**src/rtl/spi_reg_access_ctrl_pkg.sv**
```systemverilog
// Shared types and constants for the SPI register-access sequencer.
//   spi_state_t  : sequencer state encoding
//   CMD_RD_BIT   : command-byte bit selecting read (1) or write (0)
//   BYTE_W       : serial byte width
//   BIT_CNT_W    : width of the in-byte bit counter
//   BYTE_CNT_MAX : saturation value of the per-transaction byte counter
package spi_reg_access_ctrl_pkg;

    typedef enum logic [1:0] {
        IDLE  = 2'd0,
        WRITE = 2'd1,
        READ  = 2'd2,
        ERR   = 2'd3
    } spi_state_t;

    localparam int unsigned CMD_RD_BIT   = 7;
    localparam int unsigned BYTE_W       = 8;
    localparam int unsigned BIT_CNT_W    = 3;
    localparam int unsigned BYTE_CNT_MAX = 255;

endpackage

```
**src/rtl/spi_reg_access_ctrl_if.sv**
```systemverilog
// Bus between the SPI sequencer, the MOSI pin and the register file.
//   serial_in : MOSI bit into the sequencer
//   wr_en/wr_addr/wr_data : register-file write strobe and payload
//   rd_load/rd_addr       : POCI load pulse and read-mux select
//   busy/err/byte_cnt     : transaction status
// master = sequencer side, slave = pin/register-file side.
interface spi_reg_access_ctrl_if #(
    parameter int unsigned ADDR_W = 7
) ();
    import spi_reg_access_ctrl_pkg::*;

    logic                serial_in;
    logic                wr_en;
    logic [ADDR_W-1:0]   wr_addr;
    logic [BYTE_W-1:0]   wr_data;
    logic                rd_load;
    logic [ADDR_W-1:0]   rd_addr;
    logic                busy;
    logic                err;
    logic [BYTE_W-1:0]   byte_cnt;

    modport master (
        input  serial_in,
        output wr_en, wr_addr, wr_data, rd_load, rd_addr, busy, err, byte_cnt
    );

    modport slave (
        output serial_in,
        input  wr_en, wr_addr, wr_data, rd_load, rd_addr, busy, err, byte_cnt
    );
endinterface

```
**src/rtl/spi_reg_access_ctrl_byte_deser.sv**
```systemverilog
// MOSI byte deserializer: MSB-first shift register plus free-running bit counter.
//   sclk, rstn    : clock / async active-low reset
//   serial_in     : MOSI bit, sampled on posedge sclk
//   byte_c        : assembled byte, valid on the edge where byte_valid_c=1
//   byte_valid_c  : high during the cycle whose posedge captures the 8th bit
module spi_reg_access_ctrl_byte_deser
    import spi_reg_access_ctrl_pkg::*;
(
    input  logic              sclk,
    input  logic              rstn,
    input  logic              serial_in,
    output logic [BYTE_W-1:0] byte_c,
    output logic              byte_valid_c
);

    logic [BIT_CNT_W-1:0] bit_cnt_q;
    logic [BYTE_W-2:0]    shift_q;

    // Bit counter wraps naturally every byte; a partial byte is lost on reset.
    always_ff @(posedge sclk or negedge rstn) begin
        if (!rstn) begin
            bit_cnt_q <= '0;
            shift_q   <= '0;
        end else begin
            bit_cnt_q <= bit_cnt_q + BIT_CNT_W'(1);
            shift_q   <= {shift_q[BYTE_W-3:0], serial_in};
        end
    end

    // The 8th bit is taken straight from the pin so the byte is usable on its own edge.
    assign byte_valid_c = (bit_cnt_q == BIT_CNT_W'(BYTE_W - 1));
    assign byte_c       = {shift_q, serial_in};

endmodule

```
**src/rtl/spi_reg_access_ctrl.sv**
```systemverilog
// SPI transaction sequencer: first byte is a command, following bytes become
// register-file write strobes or POCI read loads with an auto-incrementing address.
//   sclk, rstn : SPI clock / combined async active-low reset (every transaction starts in IDLE)
//   bus        : master modport of spi_reg_access_ctrl_if (MOSI in, register-file strobes
//                and status out; all outputs registered)
// Parameters: ADDR_W address width, NUM_REGS implemented registers,
//             WRAP 1 = address wraps to 0 past the last register, 0 = error.
module spi_reg_access_ctrl
    import spi_reg_access_ctrl_pkg::*;
#(
    parameter int unsigned ADDR_W   = 7,
    parameter int unsigned NUM_REGS = 64,
    parameter bit          WRAP     = 1'b1
) (
    input  logic                  sclk,
    input  logic                  rstn,
    spi_reg_access_ctrl_if.master bus
);

    logic [BYTE_W-1:0] byte_c;
    logic              byte_valid_c;

    spi_reg_access_ctrl_byte_deser u_deser (
        .sclk         (sclk),
        .rstn         (rstn),
        .serial_in    (bus.serial_in),
        .byte_c       (byte_c),
        .byte_valid_c (byte_valid_c)
    );

    spi_state_t state_q, state_nxt;

    logic [ADDR_W-1:0] addr_q, addr_d;
    logic              ovf_q, ovf_d;
    logic              wr_en_q, wr_en_d;
    logic [ADDR_W-1:0] wr_addr_q, wr_addr_d;
    logic [BYTE_W-1:0] wr_data_q, wr_data_d;
    logic              rd_load_q, rd_load_d;
    logic [ADDR_W-1:0] rd_addr_q, rd_addr_d;
    logic              busy_q, busy_d;
    logic              err_q, err_d;
    logic [BYTE_W-1:0] byte_cnt_q, byte_cnt_d;

    // Command decode and address stepping (increment is modulo 2^ADDR_W before the range check).
    logic              cmd_rd_c;
    logic [ADDR_W-1:0] cmd_addr_c;
    logic              cmd_bad_c;
    logic [ADDR_W-1:0] addr_step_c;
    logic              past_end_c;
    logic [ADDR_W-1:0] next_addr_c;
    logic              step_err_c;

    assign cmd_rd_c    = byte_c[CMD_RD_BIT];
    assign cmd_addr_c  = byte_c[ADDR_W-1:0];
    assign cmd_bad_c   = (32'(cmd_addr_c) >= 32'(NUM_REGS));
    assign addr_step_c = addr_q + ADDR_W'(1);
    assign past_end_c  = (32'(addr_step_c) >= 32'(NUM_REGS));
    assign next_addr_c = past_end_c ? '0 : addr_step_c;
    assign step_err_c  = past_end_c && !WRAP;

    // State register.
    always_ff @(posedge sclk or negedge rstn) begin
        if (!rstn) begin
            state_q <= IDLE;
        end else begin
            state_q <= state_nxt;
        end
    end

    // Next-state logic; only byte boundaries move the FSM.
    always_comb begin
        state_nxt = state_q;
        if (byte_valid_c) begin
            unique case (state_q)
                IDLE: begin
                    if (cmd_bad_c)     state_nxt = ERR;
                    else if (cmd_rd_c) state_nxt = READ;
                    else               state_nxt = WRITE;
                end
                WRITE:   if (ovf_q)      state_nxt = ERR;
                READ:    if (step_err_c) state_nxt = ERR;
                ERR:     state_nxt = ERR;
                default: state_nxt = ERR;
            endcase
        end
    end

    // Output / datapath next values.
    // A write steps its address after the strobe, so an overrun is remembered in ovf
    // and only faults when the next data byte arrives; a read steps before loading.
    always_comb begin
        wr_en_d    = 1'b0;
        rd_load_d  = 1'b0;
        wr_addr_d  = wr_addr_q;
        wr_data_d  = wr_data_q;
        rd_addr_d  = rd_addr_q;
        addr_d     = addr_q;
        ovf_d      = ovf_q;
        err_d      = err_q;
        byte_cnt_d = byte_cnt_q;
        busy_d     = (state_nxt != IDLE);

        if (byte_valid_c) begin
            if (byte_cnt_q != BYTE_W'(BYTE_CNT_MAX)) begin
                byte_cnt_d = byte_cnt_q + BYTE_W'(1);
            end
            unique case (state_q)
                IDLE: begin
                    addr_d = cmd_addr_c;
                    ovf_d  = 1'b0;
                    if (cmd_bad_c) begin
                        err_d = 1'b1;
                    end else if (cmd_rd_c) begin
                        rd_addr_d = cmd_addr_c;
                        rd_load_d = 1'b1;
                    end
                end
                WRITE: begin
                    if (ovf_q) begin
                        err_d = 1'b1;
                    end else begin
                        wr_en_d   = 1'b1;
                        wr_addr_d = addr_q;
                        wr_data_d = byte_c;
                        addr_d    = next_addr_c;
                        ovf_d     = step_err_c;
                    end
                end
                READ: begin
                    if (step_err_c) begin
                        err_d = 1'b1;
                    end else begin
                        addr_d    = next_addr_c;
                        rd_addr_d = next_addr_c;
                        rd_load_d = 1'b1;
                    end
                end
                ERR:     err_d = 1'b1;
                default: err_d = 1'b1;
            endcase
        end
    end

    // Output and datapath registers.
    always_ff @(posedge sclk or negedge rstn) begin
        if (!rstn) begin
            addr_q     <= '0;
            ovf_q      <= 1'b0;
            wr_en_q    <= 1'b0;
            wr_addr_q  <= '0;
            wr_data_q  <= '0;
            rd_load_q  <= 1'b0;
            rd_addr_q  <= '0;
            busy_q     <= 1'b0;
            err_q      <= 1'b0;
            byte_cnt_q <= '0;
        end else begin
            addr_q     <= addr_d;
            ovf_q      <= ovf_d;
            wr_en_q    <= wr_en_d;
            wr_addr_q  <= wr_addr_d;
            wr_data_q  <= wr_data_d;
            rd_load_q  <= rd_load_d;
            rd_addr_q  <= rd_addr_d;
            busy_q     <= busy_d;
            err_q      <= err_d;
            byte_cnt_q <= byte_cnt_d;
        end
    end

    assign bus.wr_en    = wr_en_q;
    assign bus.wr_addr  = wr_addr_q;
    assign bus.wr_data  = wr_data_q;
    assign bus.rd_load  = rd_load_q;
    assign bus.rd_addr  = rd_addr_q;
    assign bus.busy     = busy_q;
    assign bus.err      = err_q;
    assign bus.byte_cnt = byte_cnt_q;

endmodule

```
**src/flat_wrapper.sv**
```systemverilog
// flat-port wrapper written by rule: the top's interface ports become plain ports
module spi_reg_access_ctrl_flat import spi_reg_access_ctrl_pkg::*;
#(
    parameter int unsigned ADDR_W   = 7,
    parameter int unsigned NUM_REGS = 64,
    parameter bit          WRAP     = 1'b1
)
  (sclk, rstn, bus_serial_in, bus_wr_en, bus_wr_addr, bus_wr_data, bus_rd_load, bus_rd_addr, bus_busy, bus_err, bus_byte_cnt);
  spi_reg_access_ctrl_if #(.ADDR_W(ADDR_W)) bus_i ();
  input  logic sclk;
  input  logic rstn;
  input wire logic [$bits(bus_i.serial_in)-1:0] bus_serial_in;
  output wire logic [$bits(bus_i.wr_en)-1:0] bus_wr_en;
  output wire logic [$bits(bus_i.wr_addr)-1:0] bus_wr_addr;
  output wire logic [$bits(bus_i.wr_data)-1:0] bus_wr_data;
  output wire logic [$bits(bus_i.rd_load)-1:0] bus_rd_load;
  output wire logic [$bits(bus_i.rd_addr)-1:0] bus_rd_addr;
  output wire logic [$bits(bus_i.busy)-1:0] bus_busy;
  output wire logic [$bits(bus_i.err)-1:0] bus_err;
  output wire logic [$bits(bus_i.byte_cnt)-1:0] bus_byte_cnt;
  assign bus_i.serial_in = bus_serial_in;
  assign bus_wr_en = bus_i.wr_en;
  assign bus_wr_addr = bus_i.wr_addr;
  assign bus_wr_data = bus_i.wr_data;
  assign bus_rd_load = bus_i.rd_load;
  assign bus_rd_addr = bus_i.rd_addr;
  assign bus_busy = bus_i.busy;
  assign bus_err = bus_i.err;
  assign bus_byte_cnt = bus_i.byte_cnt;
  spi_reg_access_ctrl #(.ADDR_W(ADDR_W), .NUM_REGS(NUM_REGS), .WRAP(WRAP)) u_core (.sclk(sclk), .rstn(rstn), .bus(bus_i));
endmodule
```
**config.mk**
```make
export PLATFORM = sky130hd
export DESIGN_NAME = spi_reg_access_ctrl_flat
export DESIGN_NICKNAME = d
export VERILOG_FILES = /design/src/rtl/spi_reg_access_ctrl_pkg.sv /design/src/rtl/spi_reg_access_ctrl_if.sv /design/src/rtl/spi_reg_access_ctrl_byte_deser.sv /design/src/rtl/spi_reg_access_ctrl.sv /design/src/flat_wrapper.sv
export SDC_FILE = /design/constraint.sdc
export NUM_CORES = 1
export LEC_CHECK = 0
export BUFFER_PORTS_ARGS = -buffer_cell sky130_fd_sc_hd__buf_2
export CORE_UTILIZATION = 60
export DETAILED_ROUTE_END_ITERATION = 7
export GPL_ROUTABILITY_DRIVEN = 0
export PLACE_DENSITY = 0.84
export SLEW_MARGIN = 25
export SYNTH_ARGS = -nofsm -noshare
export SYNTH_HDL_FRONTEND = slang
export SYNTH_SLANG_ARGS = --single-unit
export TNS_END_PERCENT = 100
```
**constraint.sdc**
```tcl
create_clock -name sclk -period 3.3 [get_ports sclk]
set_input_delay 0 -clock sclk [delete_from_list [all_inputs] [get_ports sclk]]
set_output_delay 0 -clock sclk [all_outputs]
set_load 0.005 [all_outputs]
```
==> results of run 1 <==
[state kept, by name, summed over array words and instances (netlist names), 2 cells and up]
signal,cells
u_core.state_q,2
u_core.bus.rd_addr,7
u_core.bus.wr_data,8
u_core.bus.wr_addr,7
u_core.u_deser.shift_q,7
u_core.u_deser.bit_cnt_q,3
u_core.addr_q,7
u_core.bus.byte_cnt,8
[layout make-up]
cell class / count / area share, %
repair buffers: 39 / 7.70
flip-flops and latches: 54 / 49.5
multi-input cells: 139 / 36.7
clock buffers: 7 / 2.79
well taps: 48 / 2.20
inverters: 8 / 1.10
[per-layer routing]
metal / vias to the layer above / share of wire (%)
li1: 810 / -
met1: 827 / 49
met2: 40 / 45
met3: 7 / 4.8
met4: 0 / 1.1
met5: - / 0
[power by group]
part           switching, uW  internal, uW
clock                    183           146
sequential               152           839
combinational            372           354
[final timing paths]
path / depth (start not counted) / to / start
min in group sclk: 2 / u_core.u_deser.shift_q[0]$_DFF_PN0_ / bus_serial_in
worst min-delay path: 2 / u_core.bus.wr_addr[6]$_DFFE_PN0P_ / rstn
worst max-delay path: 6 / u_core.addr_q[5]$_DFFE_PN0P_ / u_core.u_deser.bit_cnt_q[0]$_DFF_PN0_
worst max register to register: 6 / u_core.addr_q[5]$_DFFE_PN0P_ / u_core.u_deser.bit_cnt_q[0]$_DFF_PN0_
max in group asynchronous: 3 / u_core.ovf_q$_DFFE_PN0P_ / rstn
worst min register to register: 1 / u_core.u_deser.bit_cnt_q[0]$_DFF_PN0_ / u_core.u_deser.bit_cnt_q[0]$_DFF_PN0_
[timing repair]
item,in CTS,in global routing
hold buffers,2,0
setup buffers,0,0
hold endpoints to repair,48,0
setup endpoints to repair,0,0
[cells in the final DEF, fill, tap and decap left out, types with 5 or more instances in the layout]
cell      netlist  routed
ha_1            8       8
a31oi_1         7       7
nand3_1         5       5
nor2_1         14      14
dfrtp_1        54      54
nand2_1        13      13
inv_1           7       7
nand2b_1        6       6
nor2b_1         5       5
a21oi_1         8       8
o21ai_0         9       9
mux2i_1         7       7
nand4_1         5       5
mux2_2         16      16
clkbuf_8        0       5
buf_2           1      35
[critical path, delay by kind of cell, from the launching register on]
family	cells	cell delay [ps]
DFF	1	360
adders and majority gates	2	630
muxes	1	250
AOI/OAI and AO/OA	2	590
buffers and inverters	1	170
[stage by stage]
step                cell area (sq um)  total power (uW)  setup slack (ps)  util, %
global route                     2730              2200               999     72.4
global placement                 2630              1700              1290     69.8
detailed placement               2630              1720              1220     69.8
finish                           2730              2050              1190     72.4
floorplan                        2420              1470              1680        -
CTS                              2730              2060              1210     72.4
[cells by family (layout without fill, tap and decap cells)]
| kind of cell | after synthesis | count (layout) |
|---|---|---|
| simple gates | 67 | 67 |
| flops | 54 | 54 |
| compound gates | 36 | 36 |
| mux | 23 | 23 |
| buf+inv | 13 | 54 |
| fa+ha+maj | 8 | 8 |
| xor+xnor | 5 | 5 |
==> impl_metrics.csv, run 1 <==
group,metric,value,unit
sta,setup_viol,0,
sta,hold_violations,0,
clocking,clock-root-buffer,"clkbuf_8",
sta,drv_slew,0,
clocking,cts_buffers,5,
critical_path,cpPeakStageDelay,490,ps
status,status,"finished, final reports clean",
logic_synthesis,ys_seq_elements,54,
global_routing,grt_start_max_net_pins,47,
pwr,power_density,749,mW/mm^2
pwr,p_leak,0.00130,uW
layout,drive_gt1_share,26.3,%
sta,skew,5.35,ps
logic_synthesis,synth_common_cells,"dfrtp_1, mux2_2, nor2_1",
sta,rsz0062_at_grt,"false",
floorplanning,fp.dieW,65.5,um
layout,stdcell_count,295,
logic_synthesis,synth_area_leader_cell,"dfrtp_1",
logic_synthesis,synth_fp_nets,217,
clocking,clk_pin_slew,80,ps
floorplanning,die_area,0.00429,sq mm
logic_synthesis,muxShareOfSynthArea,10.3,%
floorplanning,core_area,0.00377,sq mm
clocking,clkLatencyLatePin,300,ps
flow_run,cap_violations,0,
global_routing,grt_pass1_wl,7420,um
drt,first_iter_violations,74,
pwr,peakVddDrop,468,uV
floorplanning,fp.dieH,65.5,um
global_routing,grt_use_total,23.0,%
sta,relSlewSlack,62.5,%
placement,dp.cells,286,
drt,routed_via_density,5.71,
logic_synthesis,synth_top_family_by_area,"simple AND/OR/NAND/NOR gates",
layout,multi_input_area,0.00100,sq mm
clocking,cts_buffer_depth,2,
layout,fillCellCount,266,
sta,period_minus_slack,2110,ps
critical_path,critPathLaunchType,"flip-flop",
placement,hpwl,3030,um
logic_synthesis,synthArstFlopShare,100,%
logic_synthesis,synthTopCellsByArea,"dfrtp_1, mux2_2, ha_1",
clocking,htreeDepth,2,
logic_synthesis,synth-xor-area-share,1.81,%
logic_synthesis,yosysMostFrequentCell,"dfrtp_1",
logic_synthesis,synth.avg_cell_area,11.7,sq um
logic_synthesis,synth-adder-area-share,4.14,%
floorplanning,pin_count,37,
logic_synthesis,yosysSeqAreaShare,55.8,%
sta,hold_ws,232,ps
layout,syn_to_final_growth,12.9,%
logic_synthesis,synthesis.area,0.00242,sq mm
global_routing,grt_overflow,0,
drt,drt_wl_total,4230,um
critical_path,r2r_setup_slack,1190,ps
logic_synthesis,synth_simple_gate_area_share,15.5,%
critical_path,cp_data_arrival_time,2290,ps
logic_synthesis,netlist_instances,206,
sta,fin_setup_tns,0,ps
floorplanning,rows,22,
drt,vias,1684,
logic_synthesis,ys_warn_count,0,
global_routing,antenna_found_initial,0,
placement,io_buffers,36,
global_routing,grt.met3_usage,5.21,%
critical_path,cp_cell_sequence,"ha_1, ha_1, inv_2, a211oi_4, mux2i_1, o21ai_0",
critical_path,end_kind,"flip-flop",
sta,clock.fmax,473,MHz
global_routing,met2_usage,34.7,%
drt,wl_per_cell,14.3,um
drt,drc_errors,0,
logic_synthesis,synth_top_cell_area_share,55.8,%
global_routing,first_global_vias,1583,
critical_path,crit_path_frequent_cell,"ha_1",
logic_synthesis,synthFlopType,"dfrtp_1",
critical_path,crit_slowest_cell,"a211oi_4",
layout,diodes,0,
critical_path,cp_max_fo,14,
floorplanning,floorplan.initialDensity,64.2,%
sta,fin_crit_sh,64.1,%
sta,tightest_slew,561,ps
clocking,ctsResizeCount,0,
drt,postRouteAntennaNets,0,
logic_synthesis,ys_types,40,
drt,drtPass1Iterations,4,
global_routing,met1_usage,32.8,%
hold_path,hp-class,"in2async",
layout,nNetsFinal,258,
logic_synthesis,synth_edf_count,0,
clocking,cts_tree,"yes",
clocking,cts.sinks,54,
critical_path,path_class,"reg2reg",
logic_synthesis,synth_compound_area_share,9.72,%
critical_path,crit_required,3480,ps
global_routing,grt-busiest-layer,"met2",
layout,register_area,0.00135,sq mm
No activity file was read; power rests on OpenSTA's default activity.
==> inputs of run 2 (changes only) <==
- CORE_UTILIZATION: 60 -> 50
- PLACE_DENSITY: 0.84 -> 0.74
- clock period: 3.3 -> 1.8 ns (I/O delays scaled with it)
==> run 2 against run 1 <==
Against the previous run: non-clock buffer count up 8; sequential cell count unchanged; highest routed layer unchanged; clock power rose to 2.9 times the previous value; cell count up 4.4%; critical path type unchanged; register-to-register slack got worse by 1100 ps; critical path depth shrank 1; critical endpoint is now u_core.bus.wr_data[6]$_DFFE_PN0P_; setup slack got worse by 1100 ps; largest power group unchanged.
==> impl_metrics.csv, run 2 (synthesis gave the netlist of run 1 again) <==
group,metric,value,unit
status,status,"finished, final reports clean",
clocking,htreeDepth,2,
layout,register_area,0.00135,sq mm
floorplanning,rows,24,
layout,nNetsFinal,266,
floorplanning,fp.dieW,71.6,um
clocking,clock-root-buffer,"clkbuf_8",
critical_path,cp_data_arrival_time,1930,ps
floorplanning,core_area,0.00450,sq mm
global_routing,antenna_found_initial,0,
floorplanning,die_area,0.00512,sq mm
sta,hold_ws,325,ps
sta,period_minus_slack,1730,ps
layout,most-common-layout-cells,"dfrtp_1, buf_2, mux2_2, nor2_1, nand2_1",
pwr,swShare,33.3,%
drt,postRouteAntennaNets,0,
layout,multi_input_area,0.00101,sq mm
pwr,net-switching-power,1370,uW
critical_path,cp_max_fo,18,
global_routing,grt_overflow,0,
layout,final_common_cell,"dfrtp_1",
sta,hold_violations,0,
clocking,cts.sinks,54,
clocking,clk_pin_slew,110,ps
clocking,cts_buffers,5,
layout,syn_to_final_growth,18.4,%
clocking,cts_buffer_depth,2,
drt,drtPass1Iterations,4,
critical_path,path_buf_inv,1,
pwr,p_leak,0.00137,uW
pwr,intPower,2760,uW
floorplanning,floorplan.initialDensity,53.7,%
critical_path,cpPeakStageDelay,440,ps
sta,fin_crit_sh,96.3,%
layout,fillCellCount,358,
layout,diodes,0,
critical_path,crit_slowest_cell,"dfrtp_1",
sta,rsz0062_at_grt,"true",
layout,drive_gt1_share,31.3,%
floorplanning,fp.dieH,71.6,um
drt,drt_wl_total,4610,um
sta,skew,15.6,ps
global_routing,grt_use_total,19.7,%
pwr,power_density,1440,mW/mm^2
pwr,power_frac_seq,44.0,%
sta,setup_viol,0,
critical_path,cp_cell_sequence,"inv_1, ha_1, and2b_2, nand2_4, mux2_2",
pwr,clockPowerShare,23.2,%
clocking,clkLatencyLatePin,320,ps
flow_run,cap_violations,0,
drt,wl_per_cell,15.0,um
placement,dp.cells,295,
critical_path,crit_required,1990,ps
critical_path,end_kind,"flip-flop",
clocking,cts_tree,"yes",
critical_path,critPathLaunchType,"flip-flop",
placement,hpwl,3120,um
drt,routed_via_density,5.57,
sta,relSlewSlack,55.9,%
sta,clock.fmax,577,MHz
critical_path,critPathTopFamily,"simple AND/OR/NAND/NOR gates",
global_routing,first_global_vias,1644,
critical_path,path_class,"reg2reg",
sta,tightest_slew,661,ps
drt,vias,1715,
pwr,peakVddDrop,730,uV
global_routing,grt_start_max_net_pins,55,
placement,io_buffers,36,
hold_path,hp-class,"in2async",
global_routing,grt_pass1_wl,7740,um
layout,stdcell_count,308,
sta,drv_slew,0,
pwr,p_comb_share,32.7,%
drt,first_iter_violations,149,
drt,drc_errors,0,
floorplanning,pin_count,37,
==> run 2: area by class of cell <==
type                            count  share of cell area (%)
Clock inverter                      3                    2.40
Sequential cell                    54                    47.2
Inverter                            8                    1.05
Tap cell                           52                    2.27
Timing Repair Buffer               47                    9.35
Clock buffer                        5                    2.40
Multi-Input combinational cell    139                    35.3
==> run 2: worst paths after layout <==
path,depth (start not counted),start,to,slack (ps)
worst max-delay path,5,u_core.state_q[1]$_DFF_PN0_,u_core.bus.wr_data[6]$_DFFE_PN0P_,70
worst min-delay path,3,rstn,u_core.bus.wr_en$_DFF_PN0_,320
worst max register to register,5,u_core.state_q[1]$_DFF_PN0_,u_core.bus.wr_data[6]$_DFFE_PN0P_,70
worst min register to register,0,u_core.u_deser.shift_q[2]$_DFF_PN0_,u_core.u_deser.shift_q[3]$_DFF_PN0_,440
max in group asynchronous,3,rstn,u_core.state_q[0]$_DFF_PN0_,1020
min in group sclk,2,bus_serial_in,u_core.u_deser.shift_q[0]$_DFF_PN0_,380
==> run 2: per-layer routing <==
metal / up-vias / GRT usage [%] / part of all wire [%] / wire length, um
met2: 49 / 31.2 / 46 / 2110
met4: 0 / 7.19 / 1.5 / 69
li1: 830 / - / - / -
met3: 7 / 3.52 / 3.9 / 181
met5: - / 0 / 0 / 0
met1: 829 / 27.7 / 49 / 2250
==> run 2: metrics by stage <==
step / util [%] / power, uW / setup TNS, ps / setup WS (ps) / cell area [sq um]
after floorplan: - / 2690 / 0 / 180 / 2420
after global placement: 59.4 / 3150 / 0 / 81.8 / 2680
after detailed placement: 59.4 / 3190 / -67.2 / -40.7 / 2680
after CTS: 63.0 / 4150 / 0 / 54.8 / 2840
after global routing: 63.6 / 4390 / -75.6 / -27.2 / 2860
final: 63.6 / 4130 / 0 / 66.6 / 2860
==> run 2: worst min-delay path, cell delays in order <==
cell and delay (ps):
dlygate4sd3_1 520, buf_2 100, buf_4 520
==> run 2: power by group through the flow <==
stage / sequential, uW / combinational, uW / clock (uW)
after floorplan: 1810 / 882 / 0
after global placement: 1830 / 1310 / 0
after detailed placement: 1850 / 1340 / 0
after CTS: 1820 / 1360 / 972
after global routing: 1870 / 1510 / 1010
final: 1820 / 1350 / 959
==> run 2: timing repair <==
| action | 4_1_cts | 5_1_grt |
|---|---|---|
| setup buffers | 0 | 3 |
| pin swaps | 0 | 1 |
| setup endpoints to repair | 3 | 12 |
| hold endpoints to repair | 58 | 0 |
| hold buffers | 2 | 0 |
| resized for setup | 1 | 3 |
==> inputs of run 3 (changes only) <==
--- a/config.mk
+++ b/config.mk
@@ -9,2 +9,3 @@
 export CORE_UTILIZATION = 50
+export CTS_CLUSTER_SIZE = 40
 export DETAILED_ROUTE_END_ITERATION = 7
--- a/constraint.sdc
+++ b/constraint.sdc
@@ -3,2 +3,2 @@
 set_output_delay 0 -clock sclk [all_outputs]
-set_load 0.005 [all_outputs]
+set_load 0.1 [all_outputs]
==> run 3 against run 2 <==
Against the previous run: utilization increased by 0.056 points; critical path type unchanged; critical path depth unchanged; non-clock buffer count unchanged; register-to-register slack improved by 20 ps; final area hardly changed; fmax grew 1.0%; setup slack better by 18 ps; die area did not move; sequential cell count did not move.
==> impl_metrics.csv, run 3 (synthesis gave the netlist of run 1 again) <==
group,metric,value,unit
status,status,"finished, final reports clean",
drt,vias,1752,
flow_run,cap_violations,0,
drt,wl_per_cell,15.5,um
drt,drtPass1Iterations,4,
sta,setup_viol,0,
critical_path,critPathLaunch,"u_core.state_q[1]$_DFF_PN0_",
critical_path,cp_max_fo,18,
hold_path,hp-class,"in2async",
drt,drc_errors,0,
layout,most-common-layout-cells,"dfrtp_1, buf_2, mux2_2, nor2_1, nand2_1",
sta,fin_crit_sh,95.3,%
sta,skew,8.30,ps
drt,drt_wl_total,4780,um
placement,hpwl,3300,um
critical_path,r2r_setup_slack,80,ps
global_routing,grt_use_total,21.0,%
sta,relSlewSlack,67.5,%
sta,hold_violations,0,
sta,tightest_slew,491,ps
critical_path,cpPeakStageDelay,450,ps
sta,clock.fmax,583,MHz
clocking,cts_buffers,5,
floorplanning,fp.dieW,71.6,um
global_routing,antenna_found_initial,0,
clocking,cts_tree,"yes",
floorplanning,die_area,0.00512,sq mm
critical_path,crit_required,2000,ps
critical_path,path_buf_inv,1,
layout,syn_to_final_growth,18.5,%
global_routing,grt_overflow,0,
clocking,clk_pin_slew,90,ps
drt,first_iter_violations,76,
layout,fillCellCount,383,
clocking,clkLatencyLatePin,310,ps
floorplanning,core_area,0.00450,sq mm
placement,io_buffers,36,
global_routing,first_global_vias,1646,
global_routing,grt_pass1_wl,8060,um
clocking,clock-root-buffer,"clkbuf_8",
critical_path,end_kind,"flip-flop",
critical_path,rr_endpoint,"u_core.bus.wr_data[6]$_DFFE_PN0P_",
critical_path,cp_cell_sequence,"inv_1, ha_1, and2b_2, nand2_8, mux2_2",
sta,period_minus_slack,1720,ps
layout,diodes,0,
floorplanning,rows,24,
layout,drive_gt1_share,34.4,%
critical_path,path_class,"reg2reg",
floorplanning,pin_count,37,
critical_path,crit_slowest_cell,"dfrtp_1",
critical_path,cp_data_arrival_time,1910,ps
clocking,cts_buffer_depth,2,
drt,postRouteAntennaNets,0,
global_routing,grt_start_max_net_pins,36,
clocking,htreeDepth,2,
critical_path,critPathTopFamily,"flip-flops",
placement,postPlaceCellArea,0.00273,sq mm
floorplanning,floorplan.initialDensity,53.7,%
floorplanning,fp.dieH,71.6,um
critical_path,critPathLaunchType,"flip-flop",
layout,final_cell_area,0.00287,sq mm
layout,final_common_cell,"dfrtp_1",
layout,nNetsFinal,266,
sta,drv_slew,0,
critical_path,rr_startpoint,"u_core.state_q[1]$_DFF_PN0_",
clocking,cts.sinks,54,
drt,routed_via_density,5.69,
critical_path,ff2ff_path_depth,5,
==> run 3: through the flow <==
step                TNS (ps)  util, %  hold slack (ps)  std cells  setup slack (ps)
floorplan                  0        -             -296        206              9.44
global placement           0     60.6            -21.3        297              83.5
detailed placement         0     60.6            -17.2        297              50.7
CTS                        0     63.1              184        307              46.4
global route           -25.5     63.6              213        308             -18.8
finish                     0     63.6              175        308              84.4
==> run 3: worst max path at each step <==
stage	end	slack, ps	cells after the start
floorplan	u_core.bus.byte_cnt[1]$_DFFE_PN0P_	9	5
global placement	u_core.bus.wr_addr[4]$_DFFE_PN0P_	80	5
detailed placement	u_core.bus.rd_addr[2]$_DFFE_PN0P_	50	5
CTS	u_core.bus.wr_data[6]$_DFFE_PN0P_	50	5
global route	u_core.addr_q[3]$_DFFE_PN0P_	-20	7
finish	u_core.bus.wr_data[6]$_DFFE_PN0P_	80	5
==> run 3: timing repair <==
| action | CTS | global route |
|---|---|---|
| resized for setup | 0 | 5 |
| endpoints found under the hold margin | 23 | 0 |
| buffers inserted | 0 | 1 |
| setup endpoints to repair | 0 | 22 |
| hold buffers | 2 | 0 |
==> run 3: per-layer routing <==
layer	global-route usage (%)	part of all wire, %	vias up
li1	-	-	828
met1	31.5	50	861
met2	29.6	44	53
met3	4.78	4.9	10
met4	8.71	1.7	0
met5	0	0	-
==> run 3: layout make-up <==
class | count | area [sq um] | area share (%)
clock buffers | 7 | 86.3 | 3.01
clock inverters | 1 | 5.00 | 0.175
repair buffers | 47 | 280 | 9.78
flip-flops and latches | 54 | 1370 | 47.7
inverters | 8 | 30.0 | 1.05
well taps | 52 | 65.1 | 2.27
multi-input cells | 139 | 1030 | 36.1
Power of run 3 is left out: the tool's default activity adds up to more than one toggle a clock period on the data nets, which glitch-free logic cannot reach.
